**src/rtl/gray_step_if.sv**
```systemverilog
// Bundle between a Gray-code sample source and gray_step_tracker.
// The master drives the sample strobe and Gray value; the slave returns the decoded state.
interface gray_step_if #(
  parameter int POS_W    = 8,
  parameter int ERRCNT_W = 8
);
  logic                en;
  logic [2:0]          gray_in;
  logic                clr_err;
  logic [2:0]          bin;
  logic [POS_W-1:0]    pos;
  logic                dir;
  logic                step;
  logic                err;
  logic [ERRCNT_W-1:0] err_count;
  logic                locked;

  modport master (
    output en, gray_in, clr_err,
    input  bin, pos, dir, step, err, err_count, locked
  );

  modport slave (
    input  en, gray_in, clr_err,
    output bin, pos, dir, step, err, err_count, locked
  );
endinterface

```
**src/rtl/gray_step_tracker.sv**
```systemverilog
// Tracks a 3-bit Gray-code counter: decodes each sample, counts +/-1 steps into a
// signed position, flags illegal jumps, and drops lock after repeated bad jumps.
module gray_step_tracker #(
  parameter int POS_W     = 8,
  parameter int ERRCNT_W  = 8,
  parameter int ERR_LIMIT = 3
) (
  input logic       clk,
  input logic       reset,
  gray_step_if.slave bus
);

  typedef enum logic {UNLOCKED, LOCKED} state_t;

  localparam logic [2:0] LIM = 3'(ERR_LIMIT);

  state_t              state_q, state_d;
  logic [2:0]          bin_q, bin_d;
  logic [POS_W-1:0]    pos_q, pos_d;
  logic                dir_q, dir_d;
  logic                step_q, step_d;
  logic                err_q, err_d;
  logic [ERRCNT_W-1:0] err_count_q, err_count_d;
  logic                locked_q, locked_d;
  logic [2:0]          cerr_q, cerr_d;

  logic [2:0] b_new;
  logic [2:0] delta;
  logic [2:0] cerr_inc;
  logic       illegal;

  assign bus.bin       = bin_q;
  assign bus.pos       = pos_q;
  assign bus.dir       = dir_q;
  assign bus.step      = step_q;
  assign bus.err       = err_q;
  assign bus.err_count = err_count_q;
  assign bus.locked    = locked_q;

  // Decode the sample and classify it against the last accepted value.
  always_comb begin
    b_new[2] = bus.gray_in[2];
    b_new[1] = bus.gray_in[2] ^ bus.gray_in[1];
    b_new[0] = b_new[1] ^ bus.gray_in[0];
    delta    = b_new - bin_q;
    cerr_inc = cerr_q + 3'd1;
    illegal  = 1'b0;

    state_d     = state_q;
    bin_d       = bin_q;
    pos_d       = pos_q;
    dir_d       = dir_q;
    step_d      = 1'b0;
    err_d       = 1'b0;
    err_count_d = err_count_q;
    locked_d    = locked_q;
    cerr_d      = cerr_q;

    if (bus.en) begin
      if (state_q == UNLOCKED) begin
        bin_d    = b_new;
        locked_d = 1'b1;
        cerr_d   = '0;
        state_d  = LOCKED;
      end else begin
        unique case (delta)
          3'd0: cerr_d = '0;
          3'd1: begin
            pos_d  = pos_q + POS_W'(1);
            dir_d  = 1'b1;
            step_d = 1'b1;
            bin_d  = b_new;
            cerr_d = '0;
          end
          3'd7: begin
            pos_d  = pos_q - POS_W'(1);
            dir_d  = 1'b0;
            step_d = 1'b1;
            bin_d  = b_new;
            cerr_d = '0;
          end
          default: begin
            illegal = 1'b1;
            err_d   = 1'b1;
            bin_d   = b_new;
            if (err_count_q != '1)
              err_count_d = err_count_q + ERRCNT_W'(1);
            if (cerr_inc == LIM) begin
              state_d  = UNLOCKED;
              locked_d = 1'b0;
              cerr_d   = '0;
            end else begin
              cerr_d = cerr_inc;
            end
          end
        endcase
      end
    end

    if (bus.clr_err)
      err_count_d = illegal ? ERRCNT_W'(1) : '0;
  end

  // Register all state and outputs; reset wins over any in-flight sample.
  always_ff @(posedge clk) begin
    if (reset) begin
      state_q     <= UNLOCKED;
      bin_q       <= '0;
      pos_q       <= '0;
      dir_q       <= 1'b1;
      step_q      <= 1'b0;
      err_q       <= 1'b0;
      err_count_q <= '0;
      locked_q    <= 1'b0;
      cerr_q      <= '0;
    end else begin
      state_q     <= state_d;
      bin_q       <= bin_d;
      pos_q       <= pos_d;
      dir_q       <= dir_d;
      step_q      <= step_d;
      err_q       <= err_d;
      err_count_q <= err_count_d;
      locked_q    <= locked_d;
      cerr_q      <= cerr_d;
    end
  end

endmodule

```
**src/flat_wrapper.sv**
```systemverilog
// flat-port wrapper written by rule: the top's interface ports become plain ports
module gray_step_tracker_flat 
#(
  parameter int POS_W     = 8,
  parameter int ERRCNT_W  = 8,
  parameter int ERR_LIMIT = 3
)
  (clk, reset, bus_en, bus_gray_in, bus_clr_err, bus_bin, bus_pos, bus_dir, bus_step, bus_err, bus_err_count, bus_locked);
  gray_step_if #(.POS_W(POS_W), .ERRCNT_W(ERRCNT_W)) bus_i ();
  input logic clk;
  input logic reset;
  input wire logic [$bits(bus_i.en)-1:0] bus_en;
  input wire logic [$bits(bus_i.gray_in)-1:0] bus_gray_in;
  input wire logic [$bits(bus_i.clr_err)-1:0] bus_clr_err;
  output wire logic [$bits(bus_i.bin)-1:0] bus_bin;
  output wire logic [$bits(bus_i.pos)-1:0] bus_pos;
  output wire logic [$bits(bus_i.dir)-1:0] bus_dir;
  output wire logic [$bits(bus_i.step)-1:0] bus_step;
  output wire logic [$bits(bus_i.err)-1:0] bus_err;
  output wire logic [$bits(bus_i.err_count)-1:0] bus_err_count;
  output wire logic [$bits(bus_i.locked)-1:0] bus_locked;
  assign bus_i.en = bus_en;
  assign bus_i.gray_in = bus_gray_in;
  assign bus_i.clr_err = bus_clr_err;
  assign bus_bin = bus_i.bin;
  assign bus_pos = bus_i.pos;
  assign bus_dir = bus_i.dir;
  assign bus_step = bus_i.step;
  assign bus_err = bus_i.err;
  assign bus_err_count = bus_i.err_count;
  assign bus_locked = bus_i.locked;
  gray_step_tracker #(.POS_W(POS_W), .ERRCNT_W(ERRCNT_W), .ERR_LIMIT(ERR_LIMIT)) u_core (.clk(clk), .reset(reset), .bus(bus_i));
endmodule
```
**config.mk**
```make
export PLATFORM = sky130hd
export DESIGN_NAME = gray_step_tracker_flat
export DESIGN_NICKNAME = d
export VERILOG_FILES = /design/src/rtl/gray_step_if.sv /design/src/rtl/gray_step_tracker.sv /design/src/flat_wrapper.sv
export SDC_FILE = /design/constraint.sdc
export NUM_CORES = 1
export LEC_CHECK = 0
export ABC_AREA = 1
export CORE_ASPECT_RATIO = 0.8
export CORE_MARGIN = 1.5
export CORE_UTILIZATION = 46
export CTS_BUF_LIST = sky130_fd_sc_hd__clkbuf_8
export DETAILED_ROUTE_END_ITERATION = 16
export PLACE_DENSITY = 0.71
export SYNTH_ARGS = -nofsm -noshare
export SYNTH_HDL_FRONTEND = slang
export SYNTH_SLANG_ARGS = --single-unit
```
**constraint.sdc**
```tcl
create_clock -name clk -period 9.8 [get_ports clk]
set_clock_uncertainty 0.2 [all_clocks]
set_input_delay 1.96 -clock clk [delete_from_list [all_inputs] [get_ports clk]]
set_output_delay 1.96 -clock clk [all_outputs]
set_load 0.01 [all_outputs]
```
; Word-level counts from Yosys, hierarchy flattened
; Cells that the tools add are included.
[totals]
register_bits = 27
in_bits = 7
[classes]
n_mux = 23
reduce_logical = 12
n_eq_ne = 8
n_bitwise = 4
addsub = 5
[ops]
columns = operator, count
row1 = 2-to-1 mux 8 bit, 5
row2 = "adder 8 x 1 -> 8 bit, second input constant", 2
row3 = one-hot mux 8 bit (2 select lines), 1
row4 = 2-to-1 mux 3 bit, 5
row5 = 2-to-1 mux 1 bit, 11
row6 = "inequality test 8 bit, second input constant", 1
row7 = nonzero test 2 bit, 4
row8 = "subtractor 8 x 1 -> 8 bit, second input constant", 1
row9 = "inequality test 2 bit, second input constant", 3
row10 = AND reduction 3 bit, 2
row11 = OR reduction 3 bit, 2
row12 = AND reduction 4 bit, 1
row13 = "adder 3 x 1 -> 3 bit, second input constant", 1
row14 = "== test 3 x 1 -> 1 bit, second input constant", 1
row15 = "== test 3 x 2 -> 1 bit, second input constant", 1
row16 = "== test 3 bit, second input constant", 1
row17 = zero test 3 bit, 1
row18 = subtractor 3 bit, 1
row19 = "inequality test 2 x 1 -> 1 bit, second input constant", 1
row20 = NOT 1 bit, 2
row21 = one-hot mux 1 bit (2 select lines), 1
row22 = AND reduction 2 bit, 1
row23 = OR reduction 2 bit, 1
row24 = bitwise XOR 1 bit, 2

; Longest topological paths before layout
; Gate-level depths: netlist of the first run.
[logic_depth]
depth_word = 10
ltp_mapped = 20

; Worst setup path before layout of the first run
; Ideal clock, no wire load.
[synth_path]
path_kind = input-to-reg
from = input port bus_gray_in[2]
to = register u_core.pos_q[7], in the netlist u_core.bus.pos[7]
slack_ns = 4.789
required_time_ns = 9.468
path_stages = 17
t_arrival_ns = 4.679
setup_ns = 0.132
path_cell_list = xnor2_1 xnor2_1 inv_1 ha_1 fa_1 nor2_1 nand3_4 inv_1 ha_1 a21oi_1 nand2_1 a21oi_1 inv_1 nand2_1 nand2_1 nand2_1 a21oi_2
[synth_via]
elab_chain_len = 6
word_cells_on_any_way = 8
cone_classes = add/sub: 1 / eq/ne: 2 / mux: 1 / bitwise: 2 / reduce/logical: 2
[synth_lines]
columns = element, line_no
row1 = start: declaration, flat_wrapper.sv:13  ; input wire logic [$bits(bus_i.gray_in)-1:0] bus_gray_in;
row2 = bitwise XOR 1 bit, gray_step_tracker.sv:43  ; b_new[1] = bus.gray_in[2] ^ bus.gray_in[1];
row3 = bitwise XOR 1 bit, gray_step_tracker.sv:44  ; b_new[0] = b_new[1] ^ bus.gray_in[0];
row4 = subtractor 3 bit *, gray_step_tracker.sv:45  ; delta = b_new - bin_q;
row5 = == test 3 x 1 -> 1 bit / == test 3 bit (equally long branches), gray_step_tracker.sv:66  ; unique case (delta)
row6 = nonzero test 2 bit (no source line), --
row7 = AND reduction 3 bit (no source line), --
row8 = end signal: assignment, gray_step_tracker.sv:119  ; pos_q <= pos_d;
row9 = end: declaration, gray_step_tracker.sv:19  ; logic [POS_W-1:0] pos_q, pos_d;
; Every way passes the cells marked *; elsewhere a longest branch is shown, timed or not.
; A chain may end at the register's enable or synchronous reset.

; Worst setup path after layout of the first run
; Same ends and word-level chain as after synthesis.

==> results of run 1 <==
final timing paths:
| path | startpoint | endpoint | cells after the start |
|---|---|---|---|
| setup / recovery | bus_gray_in[2] | u_core.bus.pos[7]$_SDFFE_PP0P_ | 18 |
| hold reg to reg | u_core.bus.locked$_SDFFE_PP0P_ | u_core.bus.locked$_SDFFE_PP0P_ | 2 |
| hold / removal | u_core.bus.locked$_SDFFE_PP0P_ | u_core.bus.locked$_SDFFE_PP0P_ | 2 |
| setup reg to reg | u_core.bus.bin[0]$_SDFFE_PP0P_ | u_core.bus.pos[7]$_SDFFE_PP0P_ | 14 |
area by class of cell:
class	instances	area, sq um
Timing Repair Buffer	29	290
Clock buffer	3	41.3
Fill cell	328	1390
Clock inverter	1	8.76
Tap cell	42	52.6
Multi-Input combinational cell	166	1000
Sequential cell	27	541
Inverter	26	100
cell usage after synthesis:
master / n / area [sq um]
ha_1: 10 / 125
or2_2: 1 / 6.26
dfxtp_1: 27 / 541
o21ai_1: 3 / 15.0
nand2_4: 7 / 78.8
nand3_1: 12 / 60.1
nor3_1: 2 / 10.0
clkinv_1: 1 / 3.75
inv_2: 3 / 11.3
nand4_1: 3 / 18.8
a21oi_1: 18 / 90.1
nand3_4: 2 / 35.0
inv_4: 1 / 6.26
o211ai_1: 1 / 7.51
nand4_4: 1 / 21.3
xnor2_1: 6 / 52.6
xor2_1: 5 / 43.8
fa_1: 2 / 40.0
clkbuf_1: 1 / 3.75
a31oi_1: 1 / 6.26
nand3b_1: 1 / 7.51
inv_1: 21 / 78.8
nor2_1: 25 / 93.8
o21ai_0: 6 / 30.0
nand3_2: 1 / 10.0
nand2_1: 51 / 191
nand2_2: 2 / 12.5
nor2_2: 1 / 6.26
a21oi_2: 3 / 26.3
o21ai_2: 1 / 8.76
a21o_1: 1 / 7.51
per-layer routing:
| layer | up-vias | wire (um) | share of wire (%) |
|---|---|---|---|
| li1 | 777 | - | - |
| met1 | 653 | 1790 | 54 |
| met2 | 24 | 1370 | 41 |
| met3 | 5 | 124 | 3.7 |
| met4 | 0 | 41 | 1.2 |
| met5 | - | 0 | 0 |
cells in the final DEF, fill, tap and decap left out, drive strengths merged:
master         instances
ha                    10
nand3                 15
o21ai                 10
nand2                 60
a31oi                  1
or2                    1
nor2                  26
clkbuf                 3
a21o                   1
nand3b                 1
fa                     2
clkdlybuf4s50         29
clkinv                 1
xnor2                  6
xor2                   5
dfxtp                 27
nand4                  4
o211ai                 1
nor3                   2
inv                   26
a21oi                 21
state kept, by name, summed over array words and instances, names as in the netlist:
register              flops
u_core.bus.err            1
u_core.bus.locked         1
u_core.bus.step           1
u_core.bus.bin            3
u_core.bus.err_count      8
u_core.bus.dir            1
u_core.bus.pos            8
u_core.cerr_q             3
u_core.state_q            1
power by group:
group          internal (mW)  total [mW]  switching (mW)
clock network         0.0299      0.0687          0.0388
registers              0.115       0.119         0.00440
logic                 0.0320      0.0787          0.0467
cells by family after synthesis:
| group | share of synthesized area (%) |
|---|---|
| XOR/XNOR | 5.84 |
| flip-flops | 32.8 |
| buffers and inverters | 6.30 |
| AND/OR/NAND/NOR | 33.5 |
| AO/OA/AOI/OAI | 11.6 |
| adder cells (fa/ha/maj) | 10.0 |
critical path, cell delays in order:
cell and delay (ns):
clkdlybuf4s50_1 0.50, xnor2_1 0.37, xnor2_1 0.20, inv_1 0.07, ha_1 0.19, fa_1 0.53, nor2_1 0.25, nand3_4 0.15
inv_1 0.24, ha_1 0.34, a21oi_1 0.17, nand2_1 0.12, a21oi_1 0.18, inv_1 0.06, nand2_1 0.06, nand2_1 0.04
nand2_1 0.06, a21oi_2 0.05
stage by stage:
step	worst slack (ns)	util [%]	area, sq um	hold WS, ns	cells
floorplan	4.79	-	1650	0.256	220
global placement	4.04	58.1	1990	0.270	290
detailed placement	3.93	58.1	1990	0.275	290
CTS	4.22	59.5	2040	0.293	294
global route	3.85	59.5	2040	0.320	294
finish	4.22	59.5	2040	0.283	294
==> metrics, run 1 <==
clk_lat worst skew 0.28 ns; syn_nets 239; initial cell density of the core 48.2%; Ys Warns 0; final hold viol count 0; hold-fix buffers at CTS 0; WL final 3330 um; Worst-Margin Slew 0.634 ns; via count 1459; fin crit period 5.58 ns; H-Tree Depth 1; Clock Root Buffer clkbuf_8; post-route clock period utilization 56.9%; average wire per standard cell 11.3 um; worst-case clock buffer depth 2; RSZ-0062 raised after global routing false; layout cells sized above 1 10.7%; Hold Path Class reg2reg; Worst R2R Setup Slack 6.67 ns; Slew headroom 57.6%; Mean Syn Cell Area 7.50 sq um; row cnt 19; Die Width 69.9 um; first-pass GRT wire length 5620 um; placeable core region 3420 sq um; cts repair resizes 0; power consumption 0.267 mW; DRT antenna net count 0; power per cell area 131 nW/um^2; Clock Sinks 27; status complete, no violations; met3 GRT Util 3.41%; largest net degree at the start of global routing 18; Max Slew Vio Count 0; DRT iter0 DRCs 61; gr busiest metal met1; io pins 30; Die Height 56.6 um; CTS buffer count 3; Cell variety after synth 31; Worst Setup End Kind flip-flop; Seq/Total Area, Yosys 32.8%; routing usage on met1 26.9%; Fin Setup TNS 0 ns; drt pass-1 iters 4; maximum clock rate 179 MHz; Clk pin slew, worst setup/hold paths 0.10 ns; RePlAce Congestion 0.832; final setup vio count 0; GRT Util Overall 17.6%; Final HPWL DP 2570 um; Vias per Instance 4.96; Synth Register Bits 27; Post-Syn Area 1650 sq um; GRT overflow 0; CP Class in2reg; vias in the first global route 1209; worst-case vdd ir drop 0.0821 mV; Area Overhead vs Synth 23.6%; total of max-cap violations 0; die area 3960 sq um; DRC 0; antenna cells 0; Worst Path Arrival 5.53 ns; GRT met2 Usage 25.0%; initial antenna violation count 0; Cells after Synth 220; Crit Path Max Fanout 7; CTS tree built; Pleak 0.916 nW; Final nets 272; port bufs 29; Post-CTS Setup Inserts 0; worst endpoint required time 9.75 ns; startpoint types input pin
No activity file was read; power rests on OpenSTA's default activity.
==> run 2, diff against run 1 <==
==> constraint.sdc (replaced) <==
create_clock -name clk -period 5.7 [get_ports clk]
set_clock_uncertainty 0.2 [all_clocks]
set_input_delay 1.14 -clock clk [delete_from_list [all_inputs] [get_ports clk]]
set_output_delay 1.14 -clock clk [all_outputs]
set_load 0.01 [all_outputs]
==> results of run 2 <==
Same layout as run 1 (identical final DEF). Status: complete, no violations.
Main changes from that run: setup slack after placement 3.93 ns -> 0.655 ns; setup slack after layout 4.22 ns -> 0.942 ns; register-to-register setup slack 6.67 ns -> 2.57 ns; total power 0.267 mW -> 0.458 mW; worst IR drop on VDD 0.0821 mV -> 0.141 mV
